$ cat src/rtl/io_bus_arbiter.sv
// ---------------------------------------------------------------------------
// io_bus_arbiter
//   Round-robin arbiter that lets two bus masters share the single sysbus IO
//   slave port. m0 is the CPU data port and m1 is the debug/DMA master. Both
//   sides use a four-phase valid/ready handshake. A watchdog completes any
//   slave transaction that stalls, so a hung device cannot lock the bus.
//
// Parameters
//   TIMEOUT_CYCLES  cycles s_ready may stay low after s_valid rises (>= 2)
//   TIMEOUT_DATA    read data returned to the master on a watchdog abort
//
// Ports
//   clk            system clock, all logic on posedge
//   rst_n          asynchronous active-low reset
//   mX_valid_i     master request, held until the master sees its ready
//   mX_write_i     1 = write, 0 = read
//   mX_addr_i      IO address
//   mX_data_i      write data
//   mX_ready_o     transaction complete, held until the master drops valid
//   mX_rdata_o     read data, valid while the matching ready is high
//   s_valid_o      request to the IO slave
//   s_write_o      forwarded write flag
//   s_addr_o       forwarded address
//   s_data_o       forwarded write data
//   s_ready_i      slave completion, held until s_valid drops
//   s_rdata_i      slave read data
//   timeout_err_o  one-cycle pulse when the watchdog aborts a transaction
//
// All outputs come straight from registers.
//
// state   | meaning
// --------+-----------------------------------------------------------------
// IDLE    | no transaction; pick a master and capture its request
// BUSY    | s_valid high, waiting for s_ready or the watchdog
// DONE    | granted master's ready high; wait for its valid and s_ready low
// ---------------------------------------------------------------------------
module io_bus_arbiter #(
  parameter int unsigned TIMEOUT_CYCLES = 256,
  parameter logic [31:0] TIMEOUT_DATA   = 32'hDEAD_BEEF
) (
  input  logic        clk,
  input  logic        rst_n,

  input  logic        m0_valid_i,
  input  logic        m0_write_i,
  input  logic [31:0] m0_addr_i,
  input  logic [31:0] m0_data_i,
  output logic        m0_ready_o,
  output logic [31:0] m0_rdata_o,

  input  logic        m1_valid_i,
  input  logic        m1_write_i,
  input  logic [31:0] m1_addr_i,
  input  logic [31:0] m1_data_i,
  output logic        m1_ready_o,
  output logic [31:0] m1_rdata_o,

  output logic        s_valid_o,
  output logic        s_write_o,
  output logic [31:0] s_addr_o,
  output logic [31:0] s_data_o,
  input  logic        s_ready_i,
  input  logic [31:0] s_rdata_i,

  output logic        timeout_err_o
);

  localparam int unsigned    CW       = $clog2(TIMEOUT_CYCLES);
  localparam logic [CW-1:0]  CNT_LAST = CW'(TIMEOUT_CYCLES - 1);

  typedef enum logic [1:0] {
    ST_IDLE = 2'd0,
    ST_BUSY = 2'd1,
    ST_DONE = 2'd2
  } state_t;

  state_t         state_q;
  logic           gnt_q;
  logic           rr_last_q;
  logic [CW-1:0]  cnt_q;
  logic           s_valid_q;
  logic           s_write_q;
  logic [31:0]    s_addr_q;
  logic [31:0]    s_data_q;
  logic           m0_ready_q;
  logic           m1_ready_q;
  logic [31:0]    m0_rdata_q;
  logic [31:0]    m1_rdata_q;
  logic           timeout_err_q;

  // Next-grant decode: a lone requester wins; on a tie the master that was
  // not served last wins.
  logic           any_req;
  logic           gnt_d;
  logic           sel_write;
  logic [31:0]    sel_addr;
  logic [31:0]    sel_data;
  logic           gnt_valid;
  logic [CW-1:0]  cnt_d;

  assign any_req = m0_valid_i | m1_valid_i;

  always_comb begin
    gnt_d = 1'b0;
    if (m0_valid_i && m1_valid_i) begin
      gnt_d = ~rr_last_q;
    end else if (m1_valid_i) begin
      gnt_d = 1'b1;
    end
  end

  assign sel_write = gnt_d ? m1_write_i : m0_write_i;
  assign sel_addr  = gnt_d ? m1_addr_i  : m0_addr_i;
  assign sel_data  = gnt_d ? m1_data_i  : m0_data_i;

  // Valid of the master that currently owns the slave.
  assign gnt_valid = gnt_q ? m1_valid_i : m0_valid_i;

  // Saturating increment; the terminal-count compare in BUSY fires before the
  // saturation point is ever reached, so the counter cannot wrap.
  assign cnt_d = (cnt_q == CNT_LAST) ? cnt_q : cnt_q + CW'(1);

  always_ff @(posedge clk or negedge rst_n) begin
    if (!rst_n) begin
      state_q       <= ST_IDLE;
      gnt_q         <= 1'b0;
      rr_last_q     <= 1'b1;
      cnt_q         <= '0;
      s_valid_q     <= 1'b0;
      s_write_q     <= 1'b0;
      s_addr_q      <= '0;
      s_data_q      <= '0;
      m0_ready_q    <= 1'b0;
      m1_ready_q    <= 1'b0;
      m0_rdata_q    <= '0;
      m1_rdata_q    <= '0;
      timeout_err_q <= 1'b0;
    end else begin
      timeout_err_q <= 1'b0;

      unique case (state_q)
        ST_IDLE: begin
          if (any_req) begin
            s_write_q <= sel_write;
            s_addr_q  <= sel_addr;
            s_data_q  <= sel_data;
            s_valid_q <= 1'b1;
            gnt_q     <= gnt_d;
            cnt_q     <= '0;
            state_q   <= ST_BUSY;
          end
        end

        ST_BUSY: begin
          // A completing slave takes precedence over the watchdog in the
          // terminal cycle.
          if (s_ready_i) begin
            if (gnt_q) begin
              m1_rdata_q <= s_rdata_i;
              m1_ready_q <= 1'b1;
            end else begin
              m0_rdata_q <= s_rdata_i;
              m0_ready_q <= 1'b1;
            end
            s_valid_q <= 1'b0;
            state_q   <= ST_DONE;
          end else if (cnt_q == CNT_LAST) begin
            if (gnt_q) begin
              m1_rdata_q <= TIMEOUT_DATA;
              m1_ready_q <= 1'b1;
            end else begin
              m0_rdata_q <= TIMEOUT_DATA;
              m0_ready_q <= 1'b1;
            end
            s_valid_q     <= 1'b0;
            timeout_err_q <= 1'b1;
            state_q       <= ST_DONE;
          end else begin
            cnt_q <= cnt_d;
          end
        end

        ST_DONE: begin
          // Waiting for s_ready low as well absorbs a late slave completion
          // after a watchdog abort.
          if (!gnt_valid && !s_ready_i) begin
            if (gnt_q) begin
              m1_ready_q <= 1'b0;
            end else begin
              m0_ready_q <= 1'b0;
            end
            rr_last_q <= gnt_q;
            state_q   <= ST_IDLE;
          end
        end

        default: begin
          state_q <= ST_IDLE;
        end
      endcase
    end
  end

  assign m0_ready_o    = m0_ready_q;
  assign m1_ready_o    = m1_ready_q;
  assign m0_rdata_o    = m0_rdata_q;
  assign m1_rdata_o    = m1_rdata_q;
  assign s_valid_o     = s_valid_q;
  assign s_write_o     = s_write_q;
  assign s_addr_o      = s_addr_q;
  assign s_data_o      = s_data_q;
  assign timeout_err_o = timeout_err_q;

endmodule

$ cat config.mk
export PLATFORM = sky130hd
export DESIGN_NAME = io_bus_arbiter
export DESIGN_NICKNAME = d
export VERILOG_FILES = /design/src/rtl/io_bus_arbiter.sv
export SDC_FILE = /design/constraint.sdc
export NUM_CORES = 1
export LEC_CHECK = 0
export BUFFER_PORTS_ARGS = -buffer_cell sky130_fd_sc_hd__buf_2
export CAP_MARGIN = 10
export CORE_MARGIN = 5
export CORE_UTILIZATION = 35
export CTS_CLUSTER_SIZE = 12
export DETAILED_ROUTE_END_ITERATION = 8
export SLEW_MARGIN = 20
export SYNTH_ARGS = -nofsm -noshare
export SYNTH_HDL_FRONTEND = slang
export SYNTH_SLANG_ARGS = --single-unit
$ cat constraint.sdc
create_clock -name clk -period 4.3 [get_ports clk]
set_input_delay 0.645 -clock clk [delete_from_list [all_inputs] [get_ports clk]]
set_output_delay 0.645 -clock clk [all_outputs]
set_load 0.01 [all_outputs]
Word level (Yosys, flattened, before mapping) --
Cells that the tools add are included.
Storage, ports and cells: flip-flop bits (word level) 145, logic and storage cells 86
Operators by class: bitwise logic cells 3, multiplexer cells 42, reduce and logical (&&, ||, !) cells 17, equal/unequal tests 10, add/sub/neg operators 1
Operators by type and width (count):
- two-way mux 32 bit | 10
- two-way mux 8 bit | 3
- two-way mux 1 bit | 20
- case mux 8 bit (2 select lines) | 1
- != test 2 bit, second input constant | 6
- AND reduction 3 bit | 4
- AND reduction 4 bit | 3
- adder 8 x 1 -> 8 bit, second input constant | 1
- == test 8 bit, second input constant | 1
- two-way mux 2 bit | 4
- case mux 1 bit (2 select lines) | 3
- case mux 2 bit (3 select lines) | 1
- nonzero test 2 bit | 3
- AND reduction 2 bit | 2
- != test 3 bit, second input constant | 1
- == test 2 x 1 -> 1 bit, second input constant | 1
- == test 2 bit, second input constant | 1
- logical AND 1 bit | 2
- zero test 1 bit | 2
- zero test 2 bit | 1
- inverter 1 bit | 2
- OR 1 bit | 1

Logic depth before layout (Yosys ltp) --
depth after elaboration 5, gate-level depth with buffers 8

Worst setup path after synthesis --
OpenSTA, ideal clock, no wires.
kind register to register, from register state_q[1], to register m1_rdata_q[10], in the netlist m1_rdata_o[10], stages on the path, launching flop included 9, buffers on the path 2, clock period less this slack 1.850 ns, arrival time 1.725 ns, slack 2.450 ns, cell sequence dfrtp_1 -> inv_1 -> ha_1 -> nand4_1 -> o21a_1 -> buf_6 -> nor2_8 -> buf_12 -> mux2_4
On the way: longest elaborated chain between the ends 2
RTL lines:
- start, declared | line 77 | state_t state_q;
- start signal, assigned | line 125 | state_q <= ST_IDLE;
- start signal, assigned | line 150 | state_q <= ST_BUSY;
- start signal, assigned | line 166 | state_q <= ST_DONE;
- == test 2 x 1 -> 1 bit | line 141 | unique case (state_q)
- AND reduction 3 bit (no source line)
- end signal, assigned | line 159 | m1_rdata_q <= s_rdata_i;
- end, declared | line 88 | logic [31:0] m1_rdata_q;
No other way between the ends. A chain may end at the register's enable or synchronous reset.

Worst setup path after layout --
from register state_q[1], to register m1_rdata_q[31], in the netlist m1_rdata_o[31]
The elaborated chain is that of the path after synthesis.

==> flow_summary.json <==
{
  "routed_wl_um": 18000,
  "p_total_mw": 6.20,
  "synthFlopType": "dfrtp_1",
  "dpl.hpwl_um": 13800,
  "io_buffers": 299,
  "worstRegToRegCells": 6,
  "detail-route-antenna-nets": 0,
  "relSlewSlack": 0.488,
  "post_synth_num_cell_types": 45,
  "gp_congestion": 0.776,
  "first_pass_iters": 4,
  "worst-path-max-fanout": 24,
  "clock_skew_ps": 13.6,
  "rows": 50,
  "combinationalPowerShare": 0.384,
  "p_sw_mw": 2.23,
  "rsz0062_at_grt": "no",
  "cts_setup_buffers": 0,
  "p_seq_frac": 0.376,
  "routed-via-count": 5179,
  "antenna_found_initial": 2,
  "synth-edff-count": 0,
  "die_w_um": 149,
  "clk_latency_ps": 420,
  "synthesis.instances": 571,
  "syn_area_sq_um": 6740,
  "fin_crit_ps": 2540,
  "htree_levels": 4,
  "hp-class": "in2async",
  "crit_required_ps": 4600,
  "yosysWarningCount": 0,
  "grt_max_degree": 79,
  "synth_area_leaders": "dfrtp_1 54%, mux2i_1 9.8%, mux2_4 8.9%, o21ai_0 7.9%, nand2_1 4.9%",
  "start_util": 0.358,
  "clockPowerShare": 0.240,
  "grt_pass1_vias": 5163,
  "grt_usage": 0.161,
  "end_kind": "flip-flop",
  "synth_nets": 742,
  "drive_gt1_frac": 0.462,
  "via_per_inst": 4.57,
  "clk_path_buf_depth": 2,
  "worstSetupStartpointType": "flip-flop",
  "crit_arrival_ps": 2830,
  "setup_viol": 0,
  "async_flop_share": 1.00,
  "drtIter0Drc": 196,
  "dieArea_sq_um": 22100,
  "drc": 0,
  "postCtsHoldBufs": 0,
  "worstMarginPinSlew_ps": 768,
  "finalMaxSlewViolations": 0,
  "fmaxAchievable_mhz": 394,
  "fp.coreArea_sq_um": 18800,
  "syn_area_per_cell_sq_um": 11.8,
  "yosysSeqAreaShare": 0.539,
  "diodes": 0,
  "power_leakage_nw": 4.38,
  "area_growth_pct": 34.2,
  "intPower_mw": 3.97,
  "nets": 1032,
  "power_density_nw_per_um2": 685,
  "routedWlPerCell_um": 15.9,
  "yosysTopAreaCell": "dfrtp_1",
  "synth-seq-cells": 145,
  "drv_cap": 0,
  "worstReg2RegStart": "state_q[1]$_DFFE_PN0P_",
  "dieHeight_um": 149,
  "fin_crit_sh": 0.590,
  "worst-setup-path-type": "reg2reg",
  "grt_pass1_wl_um": 27800,
  "synth_top_area_share": 0.535,
  "peakVddDrop_v": 0.000314,
  "cts_inserted_buffers": 17,
  "clk_pin_slew_ps": 70,
  "status": "complete, no violations",
  "ios": 300,
  "gr-total-overflow": 0,
  "cts.sinks": 145,
  "r2r_slack_ps": 1760,
  "finalHoldViolations": 0,
  "worst_r2r_endpoint": "m1_rdata_o[31]$_DFFE_PN0P_",
  "root_buffer": "clkbuf_16",
  "cts_tree": "built",
  "switching_share": 0.359,
  "cts_resized": 0,
  "setup_tns_ps": 0
}
[stage by stage]
step	area, sq um	hold WS, ps	util	std cells	setup slack [ps]
2_1_floorplan	6740	349	-	571	2450
3_3_place_gp	8410	456	0.447	1101	1470
3_5_place_dp	8410	465	0.447	1101	1420
4_1_cts	9010	262	0.479	1133	1780
5_1_grt	9040	287	0.480	1134	1620
6_report	9040	241	0.480	1134	1760
[layer usage]
metal / vias up / share of wire / wire length [um] / track usage
li1: 2576 / - / - / -
met5: - / 0.0011 / 20 / 0
met2: 225 / 0.46 / 8260 / 0.252
met1: 2355 / 0.44 / 7910 / 0.213
met3: 19 / 0.093 / 1680 / 0.0594
met4: 4 / 0.0094 / 170 / 0.0411
[cell usage after synthesis (2+ instances only)]
| cell | n |
|---|---|
| mux2i_1 | 66 |
| a21boi_1 | 3 |
| or2b_2 | 8 |
| a31oi_1 | 3 |
| inv_1 | 7 |
| or2b_1 | 12 |
| o21ai_0 | 106 |
| o31ai_1 | 5 |
| mux2_4 | 40 |
| buf_12 | 4 |
| dfrtp_1 | 144 |
| buf_4 | 7 |
| nand2b_1 | 6 |
| clkbuf_1 | 13 |
| nand3_1 | 4 |
| nand2_1 | 88 |
| mux2_2 | 9 |
| a21boi_0 | 3 |
| nor2_8 | 2 |
| buf_2 | 7 |
| o21a_1 | 2 |
| nor2_1 | 2 |
| buf_1 | 2 |
| ha_1 | 4 |
| or4_1 | 4 |
[kinds of logic (layout without fill, tap and decap cells)]
group           count (synthesis)  in the layout  synth area share
flops                         145            145             0.539
compound gates                130            130             0.106
mux                           115            115             0.202
simple gates                  135            135             0.105
buf+inv                        42            345            0.0407
fa+ha+maj                       4              4           0.00743
[how the worst max path moves through the flow]
stage	slack, ps	cells past startpoint	start	end
floorplan	2450	8	state_q[1]$_DFFE_PN0P_	m1_rdata_o[10]$_DFFE_PN0P_
global route	1620	6	state_q[1]$_DFFE_PN0P_	m1_rdata_o[31]$_DFFE_PN0P_
global placement	1470	5	s_ready_i	m0_rdata_o[2]$_DFFE_PN0P_
CTS	1780	6	state_q[1]$_DFFE_PN0P_	m1_rdata_o[31]$_DFFE_PN0P_
detailed placement	1420	5	s_ready_i	m1_rdata_o[1]$_DFFE_PN0P_
finish	1760	6	state_q[1]$_DFFE_PN0P_	m1_rdata_o[31]$_DFFE_PN0P_
[critical path: stages (launching register included)]
cell and delay (ps):
dfrtp_1 390, inv_1 110, ha_1 270, nand4_1 180, o21a_1 480, nor2_8 580
mux2_2 400
[layout make-up]
| cell class | count | area [sq um] |
|---|---|---|
| Tap cell | 260 | 325 |
| Fill cell | 1740 | 9790 |
| Clock inverter | 13 | 150 |
| Sequential cell | 145 | 3630 |
| Timing Repair Buffer | 306 | 1600 |
| Clock buffer | 19 | 453 |
| Multi-Input combinational cell | 384 | 2850 |
| Inverter | 7 | 26.3 |
[flip-flops by register name, indices dropped and copies added, names as in the netlist]
name,count
cnt_q,8
gnt_q,1
state_q,2
m0_rdata_o,32
rr_last_q,1
timeout_err_o,1
m1_ready_o,1
s_data_o,32
s_valid_o,1
s_write_o,1
m0_ready_o,1
s_addr_o,32
m1_rdata_o,32
[cell usage in the layout (no fill, tap or decap), types with 3 or more instances in the layout]
cell	synthesis	routed
or2b_1	12	12
buf_4	7	4
mux2_2	9	9
inv_1	7	7
nand2b_1	6	6
o31ai_1	5	5
inv_6	0	3
ha_1	4	4
dfrtp_1	144	144
mux2_4	40	40
a31oi_1	3	3
nand2_1	88	88
or4_1	4	4
clkbuf_16	0	17
mux2i_1	66	66
clkinvlp_4	0	4
or2b_2	8	8
nand3_1	4	4
buf_2	7	298
o21ai_0	106	105
a21boi_0	3	3
[power groups by stage]
stage / registers [mW] / logic, mW / clock network [mW]
2_1_floorplan: 2.56 / 1.20 / 0
3_3_place_gp: 2.34 / 2.36 / 0
3_5_place_dp: 2.34 / 2.41 / 0
4_1_cts: 2.33 / 2.40 / 1.53
5_1_grt: 2.41 / 2.64 / 1.60
6_report: 2.33 / 2.38 / 1.49
Note: power is estimated with default switching activity, not from simulation.
